`src/rtl/mips_pipe_pkg.sv`:
```
// Shared pipeline definitions: hazard-control state encoding, register index
// type, the all-zero ID/EX control bundle used for bubbles, and the load-use
// compare shared by the hazard logic.
package mips_pipe_pkg;

    localparam int unsigned REG_W = 5;

    typedef logic [REG_W-1:0] reg_idx_t;

    localparam reg_idx_t REG_ZERO = 5'd0;

    typedef enum logic [1:0] {
        ST_RUN   = 2'd0,
        ST_STALL = 2'd1,
        ST_FLUSH = 2'd2
    } hz_state_e;

    // ID/EX control bundle; a bubble is this bundle with every field cleared.
    typedef struct packed {
        logic       reg_write;
        logic       mem_to_reg;
        logic       mem_read;
        logic       mem_write;
        logic       branch;
        logic       alu_src;
        logic       reg_dst;
        logic [1:0] alu_op;
    } idex_ctrl_t;

    localparam idex_ctrl_t IDEX_CTRL_NOP = '0;

    // A load in ID/EX whose destination is a source of the ID instruction.
    // $0 is hard-wired, so writing it never creates a dependency.
    function automatic logic load_use_hazard(
        input logic     mem_read,
        input reg_idx_t write_reg,
        input reg_idx_t rs,
        input reg_idx_t rt,
        input logic     uses_rt
    );
        return mem_read && (write_reg != REG_ZERO) &&
               ((write_reg == rs) || (uses_rt && (write_reg == rt)));
    endfunction

endpackage

```
`src/rtl/idex_hazard_ctrl_if.sv`:
```
// Hazard-control bus between the pipeline datapath and idex_hazard_ctrl.
//   id_rs_i / id_rt_i / id_uses_rt_i : source fields of the ID instruction
//   idex_mem_read_i / idex_write_reg_i : load flag and destination in ID/EX
//   redirect_i                       : branch taken / jump resolved
//   pc_write_o, ifid_enable_o, ifid_flush_o, idex_flush_o : pipeline controls
//   stall_cnt_o / flush_cnt_o        : saturating event counters
// Signal suffixes are relative to the controller (slave modport).
interface idex_hazard_ctrl_if
    import mips_pipe_pkg::*;
#(
    parameter int unsigned CNT_WIDTH = 16
);

    reg_idx_t             id_rs_i;
    reg_idx_t             id_rt_i;
    logic                 id_uses_rt_i;
    logic                 idex_mem_read_i;
    reg_idx_t             idex_write_reg_i;
    logic                 redirect_i;
    logic                 pc_write_o;
    logic                 ifid_enable_o;
    logic                 ifid_flush_o;
    logic                 idex_flush_o;
    logic [CNT_WIDTH-1:0] stall_cnt_o;
    logic [CNT_WIDTH-1:0] flush_cnt_o;

    modport master (
        output id_rs_i, id_rt_i, id_uses_rt_i, idex_mem_read_i,
               idex_write_reg_i, redirect_i,
        input  pc_write_o, ifid_enable_o, ifid_flush_o, idex_flush_o,
               stall_cnt_o, flush_cnt_o
    );

    modport slave (
        input  id_rs_i, id_rt_i, id_uses_rt_i, idex_mem_read_i,
               idex_write_reg_i, redirect_i,
        output pc_write_o, ifid_enable_o, ifid_flush_o, idex_flush_o,
               stall_cnt_o, flush_cnt_o
    );

endinterface

```
`src/rtl/load_use_detect.sv`:
```
// Pure combinational load-use hazard compare.
//   id_rs, id_rt, id_uses_rt : source operands of the ID instruction
//   idex_mem_read, idex_write_reg : load flag and destination held in ID/EX
//   hazard_c                  : 1 = ID instruction needs the loaded value now
module load_use_detect
    import mips_pipe_pkg::*;
(
    input  reg_idx_t id_rs,
    input  reg_idx_t id_rt,
    input  logic     id_uses_rt,
    input  logic     idex_mem_read,
    input  reg_idx_t idex_write_reg,
    output logic     hazard_c
);

    assign hazard_c = load_use_hazard(idex_mem_read, idex_write_reg,
                                      id_rs, id_rt, id_uses_rt);

endmodule

```
`src/rtl/idex_hazard_ctrl.sv`:
```
// ID/EX hazard controller: stalls on load-use hazards, flushes on redirects,
// sequencing multi-cycle stalls/flushes with a RUN/STALL/FLUSH FSM. Pipeline
// controls act in the same cycle as the triggering inputs.
//   clk   : pipeline clock
//   reset : asynchronous active-low reset
//   bus   : hazard-control interface (slave side), see idex_hazard_ctrl_if
module idex_hazard_ctrl
    import mips_pipe_pkg::*;
#(
    parameter int unsigned LOAD_STALL_CYCLES = 1,
    parameter int unsigned FLUSH_CYCLES      = 2,
    parameter int unsigned CNT_WIDTH         = 16
) (
    input  logic               clk,
    input  logic               reset,
    idex_hazard_ctrl_if.slave  bus
);

    localparam int unsigned MAX_CYC = (LOAD_STALL_CYCLES > FLUSH_CYCLES) ?
                                      LOAD_STALL_CYCLES : FLUSH_CYCLES;
    localparam int unsigned REM_W   = (MAX_CYC < 2) ? 1 : $clog2(MAX_CYC + 1);

    localparam logic [REM_W-1:0] REM_ONE   = REM_W'(1);
    localparam logic [REM_W-1:0] REM_STALL = REM_W'(LOAD_STALL_CYCLES - 1);
    localparam logic [REM_W-1:0] REM_FLUSH = REM_W'(FLUSH_CYCLES - 1);
    localparam logic [CNT_WIDTH-1:0] CNT_MAX = '1;

    hz_state_e            state, state_next;
    logic [REM_W-1:0]     rem, rem_next;
    logic [CNT_WIDTH-1:0] stall_cnt, flush_cnt;
    logic                 hazard_c;
    logic                 stall_evt_c;
    logic                 pc_write_c, ifid_enable_c, ifid_flush_c, idex_flush_c;

    load_use_detect u_detect (
        .id_rs          (bus.id_rs_i),
        .id_rt          (bus.id_rt_i),
        .id_uses_rt     (bus.id_uses_rt_i),
        .idex_mem_read  (bus.idex_mem_read_i),
        .idex_write_reg (bus.idex_write_reg_i),
        .hazard_c       (hazard_c)
    );

    // State and remaining-cycle register.
    always_ff @(posedge clk or negedge reset) begin
        if (!reset) begin
            state <= ST_RUN;
            rem   <= '0;
        end else begin
            state <= state_next;
            rem   <= rem_next;
        end
    end

    // Next state and pipeline-control decode; redirect outranks any hazard.
    always_comb begin
        state_next    = state;
        rem_next      = rem;
        pc_write_c    = 1'b1;
        ifid_enable_c = 1'b1;
        ifid_flush_c  = 1'b0;
        idex_flush_c  = 1'b0;
        stall_evt_c   = 1'b0;

        if (bus.redirect_i) begin
            // Any in-progress stall is on the wrong path and is dropped.
            ifid_flush_c = 1'b1;
            idex_flush_c = 1'b1;
            if (FLUSH_CYCLES > 1) begin
                state_next = ST_FLUSH;
                rem_next   = REM_FLUSH;
            end else begin
                state_next = ST_RUN;
                rem_next   = '0;
            end
        end else begin
            unique case (state)
                ST_RUN: begin
                    if (hazard_c) begin
                        pc_write_c    = 1'b0;
                        ifid_enable_c = 1'b0;
                        idex_flush_c  = 1'b1;
                        stall_evt_c   = 1'b1;
                        if (LOAD_STALL_CYCLES > 1) begin
                            state_next = ST_STALL;
                            rem_next   = REM_STALL;
                        end
                    end
                end
                ST_STALL: begin
                    pc_write_c    = 1'b0;
                    ifid_enable_c = 1'b0;
                    idex_flush_c  = 1'b1;
                    stall_evt_c   = 1'b1;
                    if (rem <= REM_ONE) begin
                        state_next = ST_RUN;
                        rem_next   = '0;
                    end else begin
                        rem_next = rem - REM_ONE;
                    end
                end
                ST_FLUSH: begin
                    ifid_flush_c = 1'b1;
                    idex_flush_c = 1'b1;
                    if (rem <= REM_ONE) begin
                        state_next = ST_RUN;
                        rem_next   = '0;
                    end else begin
                        rem_next = rem - REM_ONE;
                    end
                end
                default: begin
                    state_next = ST_RUN;
                    rem_next   = '0;
                end
            endcase
        end
    end

    // Saturating event counters.
    always_ff @(posedge clk or negedge reset) begin
        if (!reset) begin
            stall_cnt <= '0;
            flush_cnt <= '0;
        end else begin
            if (stall_evt_c && (stall_cnt != CNT_MAX)) begin
                stall_cnt <= stall_cnt + CNT_WIDTH'(1);
            end
            if (bus.redirect_i && (flush_cnt != CNT_MAX)) begin
                flush_cnt <= flush_cnt + CNT_WIDTH'(1);
            end
        end
    end

    // While reset is held the front end is frozen and both registers bubble.
    assign bus.pc_write_o    = reset & pc_write_c;
    assign bus.ifid_enable_o = reset & ifid_enable_c;
    assign bus.ifid_flush_o  = ~reset | ifid_flush_c;
    assign bus.idex_flush_o  = ~reset | idex_flush_c;
    assign bus.stall_cnt_o   = stall_cnt;
    assign bus.flush_cnt_o   = flush_cnt;

endmodule

```
`src/flat_wrapper.sv`:
```
// flat-port wrapper written by rule: the top's interface ports become plain ports
module idex_hazard_ctrl_flat import mips_pipe_pkg::*;
#(
    parameter int unsigned LOAD_STALL_CYCLES = 1,
    parameter int unsigned FLUSH_CYCLES      = 2,
    parameter int unsigned CNT_WIDTH         = 16
)
  (clk, reset, bus_id_rs_i, bus_id_rt_i, bus_id_uses_rt_i, bus_idex_mem_read_i, bus_idex_write_reg_i, bus_redirect_i, bus_pc_write_o, bus_ifid_enable_o, bus_ifid_flush_o, bus_idex_flush_o, bus_stall_cnt_o, bus_flush_cnt_o);
  idex_hazard_ctrl_if #(.CNT_WIDTH(CNT_WIDTH)) bus_i ();
  input  logic clk;
  input  logic reset;
  input wire logic [$bits(bus_i.id_rs_i)-1:0] bus_id_rs_i;
  input wire logic [$bits(bus_i.id_rt_i)-1:0] bus_id_rt_i;
  input wire logic [$bits(bus_i.id_uses_rt_i)-1:0] bus_id_uses_rt_i;
  input wire logic [$bits(bus_i.idex_mem_read_i)-1:0] bus_idex_mem_read_i;
  input wire logic [$bits(bus_i.idex_write_reg_i)-1:0] bus_idex_write_reg_i;
  input wire logic [$bits(bus_i.redirect_i)-1:0] bus_redirect_i;
  output wire logic [$bits(bus_i.pc_write_o)-1:0] bus_pc_write_o;
  output wire logic [$bits(bus_i.ifid_enable_o)-1:0] bus_ifid_enable_o;
  output wire logic [$bits(bus_i.ifid_flush_o)-1:0] bus_ifid_flush_o;
  output wire logic [$bits(bus_i.idex_flush_o)-1:0] bus_idex_flush_o;
  output wire logic [$bits(bus_i.stall_cnt_o)-1:0] bus_stall_cnt_o;
  output wire logic [$bits(bus_i.flush_cnt_o)-1:0] bus_flush_cnt_o;
  assign bus_i.id_rs_i = bus_id_rs_i;
  assign bus_i.id_rt_i = bus_id_rt_i;
  assign bus_i.id_uses_rt_i = bus_id_uses_rt_i;
  assign bus_i.idex_mem_read_i = bus_idex_mem_read_i;
  assign bus_i.idex_write_reg_i = bus_idex_write_reg_i;
  assign bus_i.redirect_i = bus_redirect_i;
  assign bus_pc_write_o = bus_i.pc_write_o;
  assign bus_ifid_enable_o = bus_i.ifid_enable_o;
  assign bus_ifid_flush_o = bus_i.ifid_flush_o;
  assign bus_idex_flush_o = bus_i.idex_flush_o;
  assign bus_stall_cnt_o = bus_i.stall_cnt_o;
  assign bus_flush_cnt_o = bus_i.flush_cnt_o;
  idex_hazard_ctrl #(.LOAD_STALL_CYCLES(LOAD_STALL_CYCLES), .FLUSH_CYCLES(FLUSH_CYCLES), .CNT_WIDTH(CNT_WIDTH)) u_core (.clk(clk), .reset(reset), .bus(bus_i));
endmodule
```
`config.mk`:
```
export PLATFORM = sky130hd
export DESIGN_NAME = idex_hazard_ctrl_flat
export DESIGN_NICKNAME = d
export VERILOG_FILES = /design/src/rtl/mips_pipe_pkg.sv /design/src/rtl/idex_hazard_ctrl_if.sv /design/src/rtl/load_use_detect.sv /design/src/rtl/idex_hazard_ctrl.sv /design/src/flat_wrapper.sv
export SDC_FILE = /design/constraint.sdc
export NUM_CORES = 1
export LEC_CHECK = 0
export CAP_MARGIN = 25
export CORE_MARGIN = 8
export CORE_UTILIZATION = 47
export DETAILED_ROUTE_END_ITERATION = 6
export GPL_TIMING_DRIVEN = 0
export PLACE_DENSITY_LB_ADDON = 0.15
export SLEW_MARGIN = 10
export SYNTH_ARGS = -nofsm -noshare
export SYNTH_HDL_FRONTEND = slang
export SYNTH_HIERARCHICAL = 1
export SYNTH_SLANG_ARGS = --single-unit
```
`constraint.sdc`:
```
create_clock -name clk -period 3.5 [get_ports clk]
set_clock_uncertainty 0.15 [all_clocks]
set_input_delay 0.7 -clock clk [delete_from_list [all_inputs] [get_ports clk]]
set_output_delay 0.7 -clock clk [all_outputs]
set_load 0.005 [all_outputs]
```
==> results of run 1 <==
==> cell usage after synthesis, types with 2 or more instances <==
cell type	count
buf_2	3
a31oi_1	3
xnor2_1	15
a21oi_1	7
nor2_1	13
or4_1	2
nor4_1	2
xor2_1	19
nor3b_1	2
dfrtp_1	35
mux2_1	3
nand4_1	8
and2_1	4
nand3_1	10
nor3_1	6
or2_2	2
nor4_2	2
and3_1	4
nand2_1	13
ha_1	2
inv_1	2
and4_1	2
nand4_2	2
==> worst max-delay path: cells and delay by family <==
family	cells	cell delay [ns]
buffers and inverters	3	0.85
AOI/OAI and AO/OA	2	0.22
and+or+nand+nor	2	0.80
==> metrics by stage <==
stage	total power, mW	setup TNS, ns
floorplan	0.617	0
global placement	0.771	-2.16
detailed placement	0.778	-1.00
CTS	1.07	0
global route	1.12	0
finish	1.06	0
==> metal layers <==
layer / GRT usage / vias up / wire [microns]
met3: 0.0529 / 9 / 340
met2: 0.201 / 48 / 1770
li1: - / 768 / -
met5: 0 / - / 0
met4: 0.0630 / 0 / 71
met1: 0.197 / 737 / 2190
==> state kept, by name, indices dropped and copies added, names as in the netlist <==
name                    cells
u_core/bus.flush_cnt_o     16
u_core/rem                  2
u_core/bus.stall_cnt_o     16
u_core/state                1
==> layout make-up <==
| type | instances | share of cell area |
|---|---|---|
| multi-input cells | 139 | 0.379 |
| clock inverters | 3 | 0.00760 |
| inverters | 2 | 0.00285 |
| repair buffers | 58 | 0.219 |
| plain buffers | 4 | 0.00855 |
| clock buffers | 5 | 0.0261 |
| well taps | 50 | 0.0237 |
| flip-flops and latches | 35 | 0.332 |
==> power groups by stage <==
stage | sequential [mW] | clock, mW | combinational [mW]
finish | 0.508 | 0.294 | 0.257
global route | 0.521 | 0.319 | 0.282
global placement | 0.516 | 0 | 0.256
detailed placement | 0.516 | 0 | 0.263
floorplan | 0.510 | 0 | 0.107
CTS | 0.509 | 0.302 | 0.262
==> cells by family after synthesis <==
group / count (synthesis) / share of synthesized area
AOI/OAI and AO/OA: 17 / 0.0600
xor gates and xnor gates: 34 / 0.157
adders and majority gates: 2 / 0.0132
buffers and inverters: 6 / 0.0158
DFF: 35 / 0.462
muxes: 4 / 0.0237
and+or+nand+nor: 82 / 0.268
==> path summary, 6_finish.rpt <==
| check | end | cells past startpoint |
|---|---|---|
| worst min register to register | u_core/bus.stall_cnt_o[15] | 1 |
| max in group asynchronous | u_core/bus.flush_cnt_o[12] | 2 |
| worst min-delay path | u_core/bus.stall_cnt_o[14] | 1 |
| worst max register to register | u_core/bus.flush_cnt_o[1] | 5 |
| min in group clk | u_core/bus.stall_cnt_o[15] | 1 |
| worst max-delay path | bus_idex_flush_o | 7 |
==> cells in the final DEF, fill, tap and decap left out, types with 2 or more instances in the layout <==
cell / instances
or2_2: 2
inv_1: 2
ha_1: 2
nand4_1: 8
nor4_2: 2
nor2_1: 13
buf_4: 3
nor3b_1: 2
clkinvlp_4: 2
buf_2: 4
clkdlybuf4s50_1: 40
mux2_1: 3
clkbuf_2: 2
nor4_1: 2
nand3_1: 10
or4_1: 2
dlymetal6s2s_1: 5
nand2_1: 13
a21oi_1: 6
and2_1: 3
xor2_1: 19
dfrtp_1: 35
dlygate4sd2_1: 5
xnor2_1: 15
a31oi_1: 3
and3_1: 4
nand4_2: 2
and4_1: 2
clkbuf_8: 5
nor3_1: 6
==> timing repair <==
| item | 4_1_cts | 5_1_grt |
|---|---|---|
| endpoints found under the setup margin | 2 | 2 |
| gates resized for setup | 14 | 10 |
| gates cloned | 0 | 0 |
| buffers inserted | 1 | 1 |
| pin swaps | 3 | 5 |
==> flow_metrics.tcl, run 1 <==
set metrics [dict create \
    core_area_sq_um 3940 \
    grt-ovfl-total 0 \
    synth.top_cell.area_share 0.462 \
    synth_edf_count 0 \
    root_buffer "clkbuf_8" \
    relSlewSlack 0.609 \
    worstPathArrival_ns 2.56 \
    drive_gt1_frac 0.146 \
    cts.sinks 35 \
    io_buffers 55 \
    critPathLaunch "bus_idex_write_reg_i[1]" \
    remaining_drc_errors 0 \
    dr.pass1.iters 4 \
    clockPowerShare 0.278 \
    ys_top_cells_by_area "dfrtp_1 (46%), xor2_1 (8.8%), xnor2_1 (6.9%), nand3_1 (2.6%), nand4_1 (2.6%)" \
    via_count 1562 \
    grt_usage 0.145 \
    postSynth.asyncResetShare 1.00 \
    r2r_start "u_core/bus.flush_cnt_o[0]" \
    initial_core_util 0.481 \
    reg2reg_slack_ns 1.42 \
    stdcell_count 296 \
    layout_min_cycle_time_ns 3.41 \
    n_antenna_cell 0 \
    rsz0062_at_grt "no" \
    rows 23 \
    clk_pin_slew_ns 0.07 \
    drt_wl_total_microns 4370 \
    start_kind "input pin" \
    pre_cts_ws_ns -0.560 \
    ys_seq_elements 35 \
    cp_slowest_cell "or4_1" \
    multi_input_area_sq_um 1000 \
    worst_pin_slew_ns 0.572 \
    crit_required_ns 2.65 \
    die_area_sq_um 6320 \
    antenna_left 0 \
    ys_types 42 \
    grt_pass1_wl_microns 7310 \
    dp_hpwl_microns 3290 \
    yosysTopAreaCell "dfrtp_1" \
    clk_path_buf_depth 2 \
    cpPeakStageDelay_ns 0.52 \
    cp_max_fo 3 \
    syn_to_final_growth_pct 38.9 \
    seq_area_frac_synth 0.462 \
    die_w_microns 79.5 \
    syn_area_sq_um 1900 \
    final_max_slew_viol_count 0 \
    fin_util 0.668 \
    setup_slack_ns 0.0932 \
    place_inst 286 \
    ys.flop_type "dfrtp_1" \
    postSynthAreaPerCell_sq_um 10.5 \
    wl_per_cell_microns 14.8 \
    cts_inserted_buffers 5 \
    holdBufCountCts 0 \
    clock_latency_ns 0.29 \
    fill_cells 343 \
    nets 267 \
    max_cap_violations 0 \
    p_per_area_nw_per_um2 402 \
    vias_per_cell 5.28 \
    fin_area_sq_um 2640 \
    hp-class "input pin to async pin" \
    max_freq_mhz 294 \
    crit_chain "dlygate4sd2_1, or4_1, o21ai_1, a21oi_2, buf_4, or2_2, clkdlybuf4s50_1" \
    ys_warn_count 6 \
    grt_pass1_vias 1553 \
    critical_path_class "input pin to output port" \
    ctsHtreeMaxLevel 2 \
    io_pins 56 \
    hold-worst-slack_ns 0.120 \
    netlist_instances 180 \
    ir_drop_mv 0.300 \
    first_iter_violations 57 \
    final-hold-violation-count 0 \
    worstSetupEndpointType "output port" \
    seqCellArea_sq_um 876 \
    syn_nets 202 \
    antenna_found_initial 0 \
    place_area_sq_um 2520 \
    netSwitchingFraction 0.294 \
    cts_tree "built" \
    power.internal_mw 0.747 \
    p_leak_nw 1.20 \
    die_h_microns 79.5 \
    fin_crit_sh 0.973 \
    setup_violations 0 \
    grt_max_degree 29 \
    place_congestion 0.826 \
    switchingPower_mw 0.312 \
    power_frac_comb 0.243 \
    power_frac_seq 0.480 \
    status "finished clean" \
]
Power figures use the tool's default switching activity.
==> run 2: changes to the inputs <==
HOLD_SLACK_MARGIN = 0.15   (was unset)
==> flow_metrics.tcl, run 2 (synthesis gave the netlist of run 1 again) <==
set metrics [dict create \
    antenna_left 0 \
    hp-class "register to register" \
    fin_area_sq_um 2650 \
    root_buffer "clkbuf_8" \
    io_pins 56 \
    wl_met3_microns 340 \
    start_kind "input pin" \
    ir_drop_mv 0.300 \
    crit_required_ns 2.65 \
    via_count 1566 \
    hold-worst-slack_ns 0.346 \
    core_area_sq_um 3940 \
    clk_pin_slew_ns 0.07 \
    rows 23 \
    final_common_cell "clkdlybuf4s50_1" \
    multi_input_area_sq_um 1000 \
    worst_pin_slew_ns 0.572 \
    first_iter_violations 75 \
    dp_hpwl_microns 3290 \
    setup_tns_ns 0 \
    worstPathArrival_ns 2.56 \
    remaining_drc_errors 0 \
    layout_min_cycle_time_ns 3.41 \
    setup_violations 0 \
    rsz0062_at_grt "no" \
    grt_pass1_vias 1551 \
    wl_met2_microns 1770 \
    grt_usage 0.146 \
    n_antenna_cell 0 \
    wl_met1_microns 2190 \
    wl_per_cell_microns 14.7 \
    fill_cells 342 \
    die_area_sq_um 6320 \
    p_leak_nw 1.20 \
    cts.sinks 35 \
    cts_inserted_buffers 5 \
    final_max_slew_viol_count 0 \
    die_w_microns 79.5 \
    grt_pass1_wl_microns 7330 \
    clock_latency_ns 0.29 \
    dr.pass1.iters 4 \
    seqCellArea_sq_um 876 \
    grt-ovfl-total 0 \
    fin_util 0.671 \
    syn_to_final_growth_pct 39.4 \
    critical_path_class "input pin to output port" \
    io_buffers 55 \
    p_per_area_nw_per_um2 400 \
    status "finished clean" \
    drt_wl_total_microns 4370 \
    drive_gt1_frac 0.146 \
    grt_max_degree 29 \
    place_congestion 0.826 \
    final-hold-violation-count 0 \
    place_area_sq_um 2520 \
    final_cell_mix "clkdlybuf4s50_1 (40), dfrtp_1 (35), xor2_1 (19), xnor2_1 (15)" \
    clk_path_buf_depth 2 \
    worstSetupEndpointType "output port" \
    die_h_microns 79.5 \
    fin_crit_sh 0.973 \
    antenna_found_initial 0 \
    cts_tree "built" \
    relSlewSlack 0.609 \
    ctsHtreeMaxLevel 2 \
    initial_core_util 0.481 \
    cp_max_fo 3 \
    top_layer_used "met4" \
    nets 268 \
    max_freq_mhz 294 \
    vias_per_cell 5.27 \
    max_cap_violations 0 \
]
[run 2: changes by cell type in the layout (fill, tap and decap cells not counted), sizes merged]
cell	before	now
dlygate4sd3	0	1
[run 2: cell type report]
type,count,share of cell area
tap,50,0.0237
sequential,35,0.331
multi-input combinational,139,0.378
clock inverter,3,0.00757
timing repair buffer,59,0.222
clock buffer,5,0.0260
buffer,4,0.00851
inverter,2,0.00284
[run 2: repair_timing]
item | 4_1_cts | 5_1_grt
setup buffers | 1 | 1
pin swaps | 3 | 5
hold endpoints to repair | 9 | 0
hold buffers | 1 | 0
gates resized for setup | 14 | 10
endpoints found under the setup margin | 2 | 2
gates cloned | 0 | 0
[run 2: layer usage]
layer  vias to the layer above  GRT usage
met5                         -          0
met4                         0     0.0630
met3                         9     0.0529
met2                        48      0.201
met1                       739      0.198
li1                        770          -
[run 2: worst paths after layout]
check / cells past startpoint / from / slack [ns] / endpoint
max: 7 / bus_idex_write_reg_i[1] / 0.09 / bus_idex_flush_o
min: 1 / u_core/bus.stall_cnt_o[15] / 0.35 / u_core/bus.stall_cnt_o[15]
max reg2reg: 5 / u_core/bus.flush_cnt_o[0] / 1.42 / u_core/bus.flush_cnt_o[1]
min reg2reg: 1 / u_core/bus.stall_cnt_o[15] / 0.35 / u_core/bus.stall_cnt_o[15]
max in group asynchronous: 3 / reset / 2.14 / u_core/bus.flush_cnt_o[12]
min in group asynchronous: 2 / reset / 0.65 / u_core/bus.stall_cnt_o[14]
[run 2: stage by stage]
step           total power [mW]  cells  setup slack, ns
2_1_floorplan             0.617    180            0.537
3_3_place_gp              0.771    285           -0.650
3_5_place_dp              0.778    286           -0.560
4_1_cts                    1.07    296          0.00859
5_1_grt                    1.12    297          0.00520
6_report                   1.06    297           0.0932
[run 2: critical path: stages]
cell,delay (ns)
dlygate4sd2_1,0.27
or4_1,0.52
o21ai_1,0.16
a21oi_2,0.06
buf_4,0.13
or2_2,0.28
clkdlybuf4s50_1,0.45
[run 2: power by group]
group | switching, mW | leakage (nW) | total (mW) | internal, mW
Clock | 0.155 | 0.0402 | 0.294 | 0.138
Sequential | 0.0559 | 0.456 | 0.508 | 0.452
Combinational | 0.100 | 0.703 | 0.257 | 0.157
